==> config.mk <==
export PLATFORM = sky130hd
export DESIGN_NAME = fifo_pop_stream
export DESIGN_NICKNAME = d
export VERILOG_FILES = /design/src/rtl/mem_stream_pkg.sv /design/src/rtl/pop_skid_buffer.sv /design/src/rtl/fifo_pop_stream.sv
export SDC_FILE = /design/constraint.sdc
export NUM_CORES = 1
export LEC_CHECK = 0
export CORE_AREA = 10 10 63 65
export CTS_CLUSTER_DIAMETER = 200
export DETAILED_ROUTE_END_ITERATION = 8
export DIE_AREA = 0 0 73 75
export GPL_TIMING_DRIVEN = 0
export PLACE_DENSITY_LB_ADDON = 0.1
export SETUP_SLACK_MARGIN = 0.1
export SLEW_MARGIN = 20
export SYNTH_ARGS = -nofsm -noshare
export SYNTH_HDL_FRONTEND = slang
export SYNTH_HIERARCHICAL = 1
export SYNTH_SLANG_ARGS = --single-unit
==> constraint.sdc <==
create_clock -name clk -period 4.9 [get_ports clk]
set_input_delay 0.98 -clock clk [delete_from_list [all_inputs] [get_ports clk]]
set_output_delay 0.98 -clock clk [all_outputs]
set_load 0.005 [all_outputs]
==> src/rtl/mem_stream_pkg.sv <==
// Constants shared by the memory wrappers and the stream adapters built on them.
package mem_stream_pkg;

    localparam int DEFAULT_READ_DATA_LATENCY = 2;

    // Index width for a circular buffer; a single-entry buffer still needs one bit.
    function automatic int ptr_width(input int depth);
        return (depth > 1) ? $clog2(depth) : 1;
    endfunction

endpackage

==> src/rtl/pop_skid_buffer.sv <==
// Circular skid buffer: registered storage, wrap-around pointers and an occupancy count.
module pop_skid_buffer
    import mem_stream_pkg::*;
#(
    parameter int WIDTH = 8,
    parameter int DEPTH = 3,
    localparam int CNT_W = $clog2(DEPTH + 1),
    localparam int PTR_W = ptr_width(DEPTH)
) (
    input  logic             clk,
    input  logic             rst_n,
    input  logic             wr_en,
    input  logic [WIDTH-1:0] wr_data,
    input  logic             rd_en,
    output logic             valid,
    output logic [WIDTH-1:0] rd_data,
    output logic [CNT_W-1:0] count
);

    logic [WIDTH-1:0] mem [DEPTH];
    logic [PTR_W-1:0] wr_ptr;
    logic [PTR_W-1:0] rd_ptr;
    logic             rd_go;

    function automatic logic [PTR_W-1:0] next_ptr(input logic [PTR_W-1:0] p);
        return (p == PTR_W'(DEPTH - 1)) ? '0 : p + 1'b1;
    endfunction

    // A read of an empty buffer is ignored so the pointer cannot run ahead.
    assign rd_go   = rd_en & valid;
    assign valid   = (count != '0);
    assign rd_data = mem[rd_ptr];

    always_ff @(posedge clk or negedge rst_n) begin
        if (!rst_n) begin
            wr_ptr <= '0;
            rd_ptr <= '0;
            count  <= '0;
            for (int i = 0; i < DEPTH; i++) begin
                mem[i] <= '0;
            end
        end else begin
            if (wr_en) begin
                mem[wr_ptr] <= wr_data;
                wr_ptr      <= next_ptr(wr_ptr);
            end
            if (rd_go) begin
                rd_ptr <= next_ptr(rd_ptr);
            end
            if (wr_en && !rd_go) begin
                count <= count + 1'b1;
            end else if (!wr_en && rd_go) begin
                count <= count - 1'b1;
            end
        end
    end

endmodule

==> src/rtl/fifo_pop_stream.sv <==
// Drains a fixed-latency pop-interface FIFO into a valid/ready stream without loss or duplication.
module fifo_pop_stream
    import mem_stream_pkg::*;
#(
    parameter int WIDTH             = 8,
    parameter int READ_DATA_LATENCY = DEFAULT_READ_DATA_LATENCY,
    parameter int SKID_DEPTH        = 3
) (
    input  logic             clk,
    input  logic             rst_n,
    input  logic             src_may_pop,
    output logic             src_pop,
    input  logic [WIDTH-1:0] src_pop_data,
    output logic             out_valid,
    input  logic             out_ready,
    output logic [WIDTH-1:0] out_data
);

    localparam int CNT_W = $clog2(SKID_DEPTH + 1);

    if (READ_DATA_LATENCY < 1) begin : g_latency_check
        $error("fifo_pop_stream: READ_DATA_LATENCY must be at least 1");
    end
    if (SKID_DEPTH < READ_DATA_LATENCY + 1) begin : g_depth_check
        $error("fifo_pop_stream: SKID_DEPTH must be at least READ_DATA_LATENCY+1");
    end

    logic [READ_DATA_LATENCY-1:0] inflight_pipe;
    logic [CNT_W-1:0]             inflight;
    logic [CNT_W-1:0]             skid_count;
    logic [CNT_W:0]               committed;
    logic                         capture;
    logic                         deq;
    logic                         has_credit;

    assign capture = inflight_pipe[READ_DATA_LATENCY-1];
    assign deq     = out_valid & out_ready;

    always_comb begin
        inflight = '0;
        for (int i = 0; i < READ_DATA_LATENCY; i++) begin
            inflight = inflight + CNT_W'(inflight_pipe[i]);
        end
    end

    // Every slot already owned (buffered or still in flight) must leave room for
    // this pop; a dequeue in the same cycle frees its slot immediately.
    assign committed  = {1'b0, skid_count} + {1'b0, inflight};
    assign has_credit = committed < ((CNT_W + 1)'(SKID_DEPTH) + (CNT_W + 1)'(deq));
    assign src_pop    = rst_n & src_may_pop & has_credit;

    always_ff @(posedge clk or negedge rst_n) begin
        if (!rst_n) begin
            inflight_pipe <= '0;
        end else begin
            inflight_pipe[0] <= src_pop;
            for (int i = 1; i < READ_DATA_LATENCY; i++) begin
                inflight_pipe[i] <= inflight_pipe[i-1];
            end
        end
    end

    pop_skid_buffer #(
        .WIDTH (WIDTH),
        .DEPTH (SKID_DEPTH)
    ) u_skid (
        .clk     (clk),
        .rst_n   (rst_n),
        .wr_en   (capture),
        .wr_data (src_pop_data),
        .rd_en   (deq),
        .valid   (out_valid),
        .rd_data (out_data),
        .count   (skid_count)
    );

endmodule

After elaboration in Yosys (flattened, before gate mapping)
Cells that the tools add are included.
{"block": "word_totals", "in_bits": 12, "reg_bits": 32, "out_inout_bits": 10}
{"block": "classes", "eq_ne": 2, "order_cmp": 4, "n_reduce_logical": 7, "mux": 10, "addsub": 7, "bitwise": 6}
{"operator": "bitwise mux 24 bit", "count": 1}
{"operator": "2-to-1 mux 8 bit", "count": 3}
{"operator": "binary-select mux 8 bit (select 2 bit)", "count": 1}
{"operator": "demux 8 bit (select 2 bit)", "count": 1}
{"operator": "2-to-1 mux 2 bit", "count": 4}
{"operator": "adder 2 x 1 -> 2 bit (second input constant)", "count": 3}
{"operator": "greater-or-equal comparator 3 bit (second input constant)", "count": 2}
{"operator": "inverter 2 -> 3 bit", "count": 2}
{"operator": "AND 1 bit", "count": 4}
{"operator": "== test 2 bit (second input constant)", "count": 2}
{"operator": "nonzero test 2 bit", "count": 2}
{"operator": "adder 2 x 1 -> 3 bit (first input constant)", "count": 1}
{"operator": "adder 2 x 2 -> 3 bit", "count": 1}
{"operator": "logical AND 1 bit", "count": 3}
{"operator": "less-than comparator 3 x 1 -> 1 bit (second input constant)", "count": 1}
{"operator": "less-than comparator 3 bit", "count": 1}
{"operator": "adder 1 x 1 -> 2 bit", "count": 1}
{"operator": "zero test 1 bit", "count": 2}
{"operator": "subtractor 2 x 1 -> 2 bit (second input constant)", "count": 1}

Depth between registers and ports, before layout
Gate-level depths: netlist (run 1).
{"block": "depth", "word_depth": 6, "depth_mapped": 8}

Hierarchy
Netlist (run 1), hierarchy kept.
{"mod": "pop_skid_buffer", "cells_each": 102, "area_per_inst_um2": 1323.8, "instances": 1}
{"mod": "fifo_pop_stream", "cells_each": 17, "area_per_inst_um2": 161.4, "instances": 1}

Worst setup path before layout (run 1)
Ideal clock, no wire load.
{"block": "synth_path", "path_kind": "input -> output", "startpoint": "input out_ready", "endpoint": "output src_pop", "required_time_ns": 3.920, "path_slack_ns": 2.203, "arrival_ns": 1.717, "cell_stages": 6, "path_buffers": 0, "path_cell_list": "nand2_2 inv_1 ha_1 o21ai_1 a31oi_1 nor3_2"}
{"block": "synth_via", "elab_chain_len": 4}
{"item": "from (decl)", "line_no": "fifo_pop_stream.sv:15", "text": "input logic out_ready,"}
{"item": "AND 1 bit", "line_no": "fifo_pop_stream.sv:37", "text": "assign deq = out_valid & out_ready;"}
{"item": "named net deq", "line_no": "fifo_pop_stream.sv:33", "text": "logic deq;"}
{"item": "adder 2 x 1 -> 3 bit", "line_no": "fifo_pop_stream.sv:49", "text": "assign has_credit = committed < ((CNT_W + 1)'(SKID_DEPTH) + (CNT_W + 1)'(deq));"}
{"item": "less-than comparator 3 bit", "line_no": "fifo_pop_stream.sv:49"}
{"item": "AND 1 bit", "line_no": "fifo_pop_stream.sv:50", "text": "assign src_pop = rst_n & src_may_pop & has_credit;"}
{"item": "to (decl)", "line_no": "fifo_pop_stream.sv:12", "text": "output logic src_pop,"}
The timed path passes the listed nets, and every way through them passes these cells.

Worst setup path after layout (run 1)
Ends and elaborated chain as after synthesis.

==> results of run 1 <==
[through the flow]
step | util, % | power, W | setup WS (ns) | hold WS [ns]
2_1_floorplan | - | 0.000795 | 2.20 | 0.354
3_3_place_gp | 64.0 | 0.000990 | 0.600 | 0.366
3_5_place_dp | 63.8 | 0.00102 | 1.16 | 0.371
4_1_cts | 66.0 | 0.00117 | 1.15 | 0.393
5_1_grt | 66.0 | 0.00126 | 1.03 | 0.403
6_report | 66.0 | 0.00115 | 1.18 | 0.390
[final cells by class]
| class | instances | share of cell area (%) |
|---|---|---|
| inverter | 8 | 1.68 |
| sequential | 32 | 44.8 |
| timing repair buffer | 21 | 11.5 |
| tap | 31 | 2.17 |
| multi-input combinational | 75 | 35.3 |
| buffer | 4 | 1.33 |
| clock buffer | 8 | 3.29 |
[kinds of logic after synthesis]
logic type      Yosys count  synth area share [%]
fa+ha+maj                 5                  4.72
compound gates           15                  5.48
flops                    32                  53.9
xor+xnor                  3                  1.77
buf+inv                  12                  3.62
mux                      32                  23.6
simple gates             20                  6.91
[layer usage]
layer	part of all wire (%)	wire length, microns	global-route usage, %	vias up
met5	0	0	0	-
met4	2.3	63	6.33	0
met3	8.5	229	5.91	6
met2	46	1250	17.1	23
met1	43	1160	12.6	465
li1	-	-	-	466
[power groups by stage]
stage / logic, W / registers (W) / clock network [W]
floorplan: 0.000338 / 0.000456 / 0
global placement: 0.000521 / 0.000468 / 0
detailed placement: 0.000539 / 0.000478 / 0
CTS: 0.000542 / 0.000472 / 0.000160
global route: 0.000594 / 0.000492 / 0.000172
finish: 0.000528 / 0.000471 / 0.000156
[registers in the layout (all words and copies together), names as in the netlist]
name / cells
u_skid/mem: 24
inflight_pipe: 2
u_skid/count: 2
u_skid/rd_ptr: 2
u_skid/wr_ptr: 2
[worst max-delay path: stages]
cell             delay, ns
clkdlybuf4s50_1       0.43
nand2_2               0.09
inv_1                 0.05
ha_1                  0.29
o21ai_1               0.14
a31oi_1               0.06
nor3_2                0.18
clkdlybuf4s50_1       0.53
[worst max-delay path by stage]
stage / start / to / slack (ns) / cells past startpoint
after detailed placement: out_ready / src_pop / 1.16 / 8
final: out_ready / src_pop / 1.18 / 8
after floorplan: out_ready / src_pop / 2.20 / 6
after global routing: inflight_pipe[1] / src_pop / 1.03 / 9
after global placement: rst_n / src_pop / 0.60 / 4
after CTS: out_ready / src_pop / 1.15 / 8
[cells in the mapped netlist (all sizes together)]
master   n
dfrtp   32
mux2    24
o21ai   12
nand2   11
inv      8
mux2i    8
ha       4
buf      3
nor3     3
a21o     2
xor2     2
a31oi    1
clkbuf   1
fa       1
nand2b   1
nand3    1
nor2     1
nor2b    1
or2      1
or3      1
xnor2    1
==> results.cfg, run 1 <==
[worst_setup_path]
arrival_ns = 2.74
r2r_setup_slack_ns = 2.99
cp.required_ns = 3.92
rr_worst_depth = 8
r2r_end = inflight_pipe[0]
critPathKind = in -> out
r2r-start = u_skid/count[0]
path_max_fanout = 3
start_kind = primary input
worstSetupEndpointType = output pin

[sta]
skew_ns = 0.00766
setup_viol = 0
fin_crit_sh_pct = 75.9
rsz0062_at_grt = no
slew_violations = 0
fmax_mhz = 269
slew_headroom_pct = 47.2
fin_crit_ns = 3.72
tns_ns = 0
worstMarginPinSlew_ns = 0.788
hold_viol_final = 0

[floorplan]
num_rows = 19
die_y_microns = 75
core_area_sq_um = 2710
die_area_sq_um = 5480
io_pins = 22
initial_core_util_pct = 54.8
die_x_microns = 73

[grt]
grt_pass1_wl_microns = 4700
overflow = 0
grt_pass1_vias = 1025
grt_max_degree = 34
antenna_found_initial = 0
grt_usage_pct = 11.3

[place]
gp_congestion = 0.719
dp_cells = 171
postPlaceCellArea_sq_um = 1730
hpwl_microns = 1960
portBuffers = 21

[synth]
synth_nets = 136
synthTopCellsByArea = dfrtp_1 (54%), mux2_2 (18%), mux2i_1 (5.4%)
synth_cell_types = 26
avgSynthCellArea_sq_um = 12.5
seq_area_frac_synth_pct = 53.9
synth_area_sq_um = 1490
synthCells = 119
yosys_register_bits = 32
yosys_warnings = 6
yosysTopAreaCellShare_pct = 53.9
yosysTopAreaCell = dfrtp_1

[worst_hold_path]
holdPathStages = 0
hold_class = reg -> reg
worstHoldStart = inflight_pipe[0]
whs_endpoint = inflight_pipe[1]

[clock_tree]
cts_tree = built
ctsLongestPathBuffers = 2
clock_sinks = 32
clk_latency_ns = 0.34
clk_pin_slew_ns = 0.08
post_cts_buffers = 0
numCtsBuffers = 5
postCtsHoldBufs = 0
root_buffer = clkbuf_4
post_cts_resized = 0
htreeDepth = 2

[detailed_routing]
drt_wl_total_microns = 2700
routedWlPerCell_microns = 15.1
via_count = 960
drtIter0Drc = 25
drc = 0
drtPass1Iterations = 5
vias_per_cell = 5.36
antenna_left = 0

[power_and_ir_drop]
power_switching_w = 0.000372
seqPwrFrac_pct = 40.8
pwr-share-comb_pct = 45.7
intPower_w = 0.000783
pwr-share-clk_pct = 13.5
vdd_drop_max_uv = 415
p_sw_share_pct = 32.2
power.density_nw_per_um2 = 646
p_leak_nw = 0.796

[flow_run]
maxCapViolations = 0

[final_layout]
layout_common_cells = dfrtp_1 (32), mux2_2 (24), clkdlybuf4s50_1 (20)
multi_input_area_sq_um = 631
fin_cells = 179
nNetsFinal = 164
ff_latch_area_sq_um = 801
syn_to_final_growth_pct = 20.4
design_area_sq_um = 1790
n_antenna_cell = 0
final_common_cell = dfrtp_1
drive_above_1_share_pct = 25.0
fillers = 232

[status]
run_status = complete, no violations
Note: power is estimated with default switching activity, not from simulation.
==> run 2, diff against run 1 <==
--- a/config.mk
+++ b/config.mk
@@ -5,10 +5,10 @@
 export SDC_FILE = /design/constraint.sdc
 export NUM_CORES = 1
 export LEC_CHECK = 0
-export CORE_AREA = 10 10 63 65
+export CORE_AREA = 10 10 68 70
 export CTS_CLUSTER_DIAMETER = 200
 export DETAILED_ROUTE_END_ITERATION = 8
-export DIE_AREA = 0 0 73 75
+export DIE_AREA = 0 0 78 80
 export GPL_TIMING_DRIVEN = 0
 export PLACE_DENSITY_LB_ADDON = 0.1
 export SETUP_SLACK_MARGIN = 0.1
==> constraint.sdc (replaced) <==
create_clock -name clk -period 3.3 [get_ports clk]
set_input_delay 0.66 -clock clk [delete_from_list [all_inputs] [get_ports clk]]
set_output_delay 0.66 -clock clk [all_outputs]
set_load 0.005 [all_outputs]
==> results.cfg, run 2 (synthesis results as in run 1) <==
[sta]
tns_ns = 0
slew_violations = 0
skew_ns = 0.00511
fmax_mhz = 337
fin_crit_ns = 2.96
fin_hold_ws_ns = 0.382
fin_ws_ns = 0.337
hold_viol_final = 0
setup_viol = 0
rsz0062_at_grt = no
worstMarginPinSlew_ns = 0.868
slew_headroom_pct = 41.8
fin_crit_sh_pct = 89.8

[flow_run]
maxCapViolations = 0

[floorplan]
die_x_microns = 78
die_y_microns = 80
num_rows = 21
initial_core_util_pct = 45.2
core_area_sq_um = 3280
die_area_sq_um = 6240
io_pins = 22

[detailed_routing]
drtIter0Drc = 44
drt_wl_total_microns = 3000
vias_per_cell = 4.90
antenna_left = 0
routedWlPerCell_microns = 15.2
drtPass1Iterations = 4
drc = 0
via_count = 966

[worst_setup_path]
path_max_fanout = 2
path_delay_family = adder cells
critPathBufInv = 3
cp_cell_sequence = inv_1 > fa_1 > inv_1 > ha_1 > ha_1 > o21ai_1 > a31oi_1 > nor3_2 > clkbuf_2
critPathKind = reg -> out
start_kind = flop
arrival_ns = 2.30
cp.required_ns = 2.64
r2r_end = inflight_pipe[0]
slowest_delay_ns = 0.41
r2r-start = inflight_pipe[0]
rr_worst_depth = 9
r2r_setup_slack_ns = 1.28
cpMaxStageDelayCell = fa_1
worstSetupEndpointType = output pin

[final_layout]
drive_above_1_share_pct = 27.2
layout_common_cells = dfrtp_1 (32), mux2_2 (24), clkdlybuf4s50_1 (19)
design_area_sq_um = 1820
regMostFlops = u_skid/mem
nNetsFinal = 167
syn_to_final_growth_pct = 22.8
largest_register_ff_count = 24
n_antenna_cell = 0
final_common_cell = dfrtp_1

[clock_tree]
clock_sinks = 32
ctsLongestPathBuffers = 2
cts_tree = built
htreeDepth = 2
numCtsBuffers = 5
clk_latency_ns = 0.33
root_buffer = clkbuf_4
clk_pin_slew_ns = 0.10

[grt]
grt_pass1_wl_microns = 5260
overflow = 0
grt_pass1_vias = 1116
grt_max_degree = 34
antenna_found_initial = 0
grt_usage_pct = 10.8

[worst_hold_path]
hold_class = in -> async

[power_and_ir_drop]
power.density_nw_per_um2 = 959
p_leak_nw = 0.812
vdd_drop_max_uv = 403

[place]
hpwl_microns = 2090
pre_cts_slack_ns = 0.142
postPlaceCellArea_sq_um = 1750
portBuffers = 21
gp_congestion = 0.676

[status]
run_status = complete, no violations
[run 2: routing by layer]
metal	track usage, %	share of wire [%]
met3	4.05	4.4
met4	4.30	1.5
met5	0	0
met2	18.7	50
met1	11.6	44
[run 2: worst max-delay path by stage]
stage,start,to,cells past startpoint
after detailed placement,out_ready,src_pop,8
after CTS,inflight_pipe[0],src_pop,9
final,inflight_pipe[0],src_pop,9
after floorplan,inflight_pipe[1],src_pop,8
after global placement,rst_n,src_pop,4
after global routing,inflight_pipe[0],src_pop,9
[run 2: area by class of cell]
type / count / area, sq um
well taps: 46 / 57.6
multi-input cells: 75 / 631
inverters: 8 / 30.0
fillers: 306 / 1460
plain buffers: 4 / 23.8
flip-flops and latches: 32 / 801
repair buffers: 24 / 223
clock buffers: 8 / 58.8
[run 2: report_power, final]
part	leakage (nW)	switching, W	internal [W]
combinational	0.398	0.000346	0.000484
clock	0.0326	0.000125	0.000105
sequential	0.382	0.000101	0.000588
[run 2: timing repair]
item / CTS / global route
resized for setup: 1 / 2
pin swaps: 0 / 1
buffers inserted: 2 / 1
hold buffers: 0 / 0
endpoints found under the setup margin: 1 / 1
[run 2: metrics by stage]
stage          total power [W]  cells  util (%)
6_report               0.00175    197      55.5
5_1_grt                0.00191    197      55.5
4_1_cts                0.00178    196      55.4
3_5_place_dp           0.00152    186      53.2
3_3_place_gp           0.00148    186      53.4
2_1_floorplan          0.00118    119         -
==> run 3, diff against run 2 <==
--- a/config.mk
+++ b/config.mk
@@ -5,10 +5,11 @@
 export SDC_FILE = /design/constraint.sdc
 export NUM_CORES = 1
 export LEC_CHECK = 0
-export CORE_AREA = 10 10 68 70
+export CORE_AREA = 10 10 66 68
+export CTS_BUF_LIST = sky130_fd_sc_hd__clkbuf_8
 export CTS_CLUSTER_DIAMETER = 200
 export DETAILED_ROUTE_END_ITERATION = 8
-export DIE_AREA = 0 0 78 80
+export DIE_AREA = 0 0 76 78
 export GPL_TIMING_DRIVEN = 0
 export PLACE_DENSITY_LB_ADDON = 0.1
 export SETUP_SLACK_MARGIN = 0.1
==> results.cfg, run 3 (synthesis results as in run 1) <==
[final_layout]
n_antenna_cell = 0
drive_above_1_share_pct = 26.8
finish.utilization_pct = 58.4
fillers = 277
layout_common_cells = dfrtp_1 (32), mux2_2 (24), clkdlybuf4s50_1 (19)
fin_cells = 195
largest_register_ff_count = 24
syn_to_final_growth_pct = 25.1
nNetsFinal = 166
final_common_cell = dfrtp_1
regMostFlops = u_skid/mem

[clock_tree]
htreeDepth = 2
clk_latency_ns = 0.28
clk_pin_slew_ns = 0.06
root_buffer = clkbuf_8
numCtsBuffers = 5
clock_sinks = 32
ctsLongestPathBuffers = 2
cts_tree = built

[detailed_routing]
drt_wl_total_microns = 2930
routedWlPerCell_microns = 15.0
drc = 0
drtIter0Drc = 41
drtPass1Iterations = 4
vias_per_cell = 5.03
antenna_left = 0
via_count = 981

[grt]
grt_usage_pct = 10.9
grt_pass1_vias = 1111
overflow = 0
grt_pass1_wl_microns = 5190
grt_max_degree = 34
antenna_found_initial = 0

[floorplan]
die_area_sq_um = 5930
io_pins = 22
num_rows = 21
die_x_microns = 76
initial_core_util_pct = 46.7
core_area_sq_um = 3180
die_y_microns = 78

[power_and_ir_drop]
p_sw_share_pct = 31.5
vdd_drop_max_uv = 427
pwr-share-comb_pct = 44.5
power.density_nw_per_um2 = 985
pwr-share-clk_pct = 17.5
power_switching_w = 0.000577
total_power_w = 0.00183
intPower_w = 0.00125
p_leak_nw = 0.828
seqPwrFrac_pct = 38.0

[sta]
setup_viol = 0
fin_ws_ns = 0.369
slew_headroom_pct = 46.4
hold_viol_final = 0
fin_crit_sh_pct = 88.8
worstMarginPinSlew_ns = 0.800
slew_violations = 0
rsz0062_at_grt = no
tns_ns = 0
fmax_mhz = 341
fin_crit_ns = 2.93
skew_ns = 0.00440

[worst_setup_path]
cp.required_ns = 2.64
worstSetupEndpointType = output pin
critPathKind = reg -> out
path_max_fanout = 2
start_kind = flop
arrival_ns = 2.27

[place]
dp_cells = 186
pre_cts_slack_ns = 0.227
hpwl_microns = 2070
gp_congestion = 0.691
portBuffers = 21

[worst_hold_path]
hold_class = reg -> reg

[status]
run_status = complete, no violations

[flow_run]
maxCapViolations = 0
==> run 3: stage by stage <==
| step | hold WS [ns] | area (sq um) |
|---|---|---|
| global placement | 0.363 | 1750 |
| floorplan | 0.354 | 1490 |
| detailed placement | 0.371 | 1750 |
| CTS | 0.384 | 1860 |
| global route | 0.403 | 1860 |
| finish | 0.381 | 1860 |
==> run 3: path summary, 6_finish.rpt <==
check | start | endpoint | slack [ns] | cells after the start
min in group asynchronous | rst_n | u_skid/mem[21] | 0.43 | 1
setup / recovery | inflight_pipe[0] | src_pop | 0.37 | 9
hold reg to reg | inflight_pipe[0] | inflight_pipe[1] | 0.38 | 0
max in group asynchronous | rst_n | u_skid/count[0] | 2.41 | 1
hold / removal | inflight_pipe[0] | inflight_pipe[1] | 0.38 | 0
setup reg to reg | u_skid/count[0] | u_skid/count[1] | 1.43 | 9
==> run 3: power by group through the flow <==
stage	clock (W)	sequential [W]	combinational [W]
3_5_place_dp	0	0.000714	0.000807
6_report	0.000320	0.000695	0.000815
2_1_floorplan	0	0.000677	0.000502
5_1_grt	0.000349	0.000723	0.000914
4_1_cts	0.000329	0.000697	0.000835
3_3_place_gp	0	0.000695	0.000780
==> run 3: per-layer routing <==
layer,global-route usage [%],part of all wire (%),up-vias,wire length [microns]
li1,-,-,465,-
met1,11.3,43,489,1260
met2,18.8,49,20,1450
met3,4.03,5.4,7,157
met4,6.25,2.3,0,66
met5,0,0,-,0
==> run 3: critical path, stage by stage (launching register included) <==
cell and delay, ns:
dfrtp_1 0.34, inv_1 0.06, fa_1 0.41, inv_1 0.06, ha_1 0.22, ha_1 0.27, o21ai_1 0.14, a31oi_1 0.06
nor3_2 0.18, dlygate4sd2_1 0.26
==> run 3: final cells by class <==
cell class	count	area (sq um)	area share [%]
flip-flops and latches	32	801	43.1
multi-input cells	75	631	33.9
repair buffers	23	219	11.8
clock buffers	7	96.3	5.19
well taps	46	57.6	3.10
inverters	8	30.0	1.62
plain buffers	4	23.8	1.28
==> run 3: repair_timing <==
item	CTS	global route
hold buffers	0	0
setup endpoints to repair	1	0
gates resized for setup	1	0
setup buffers	2	0
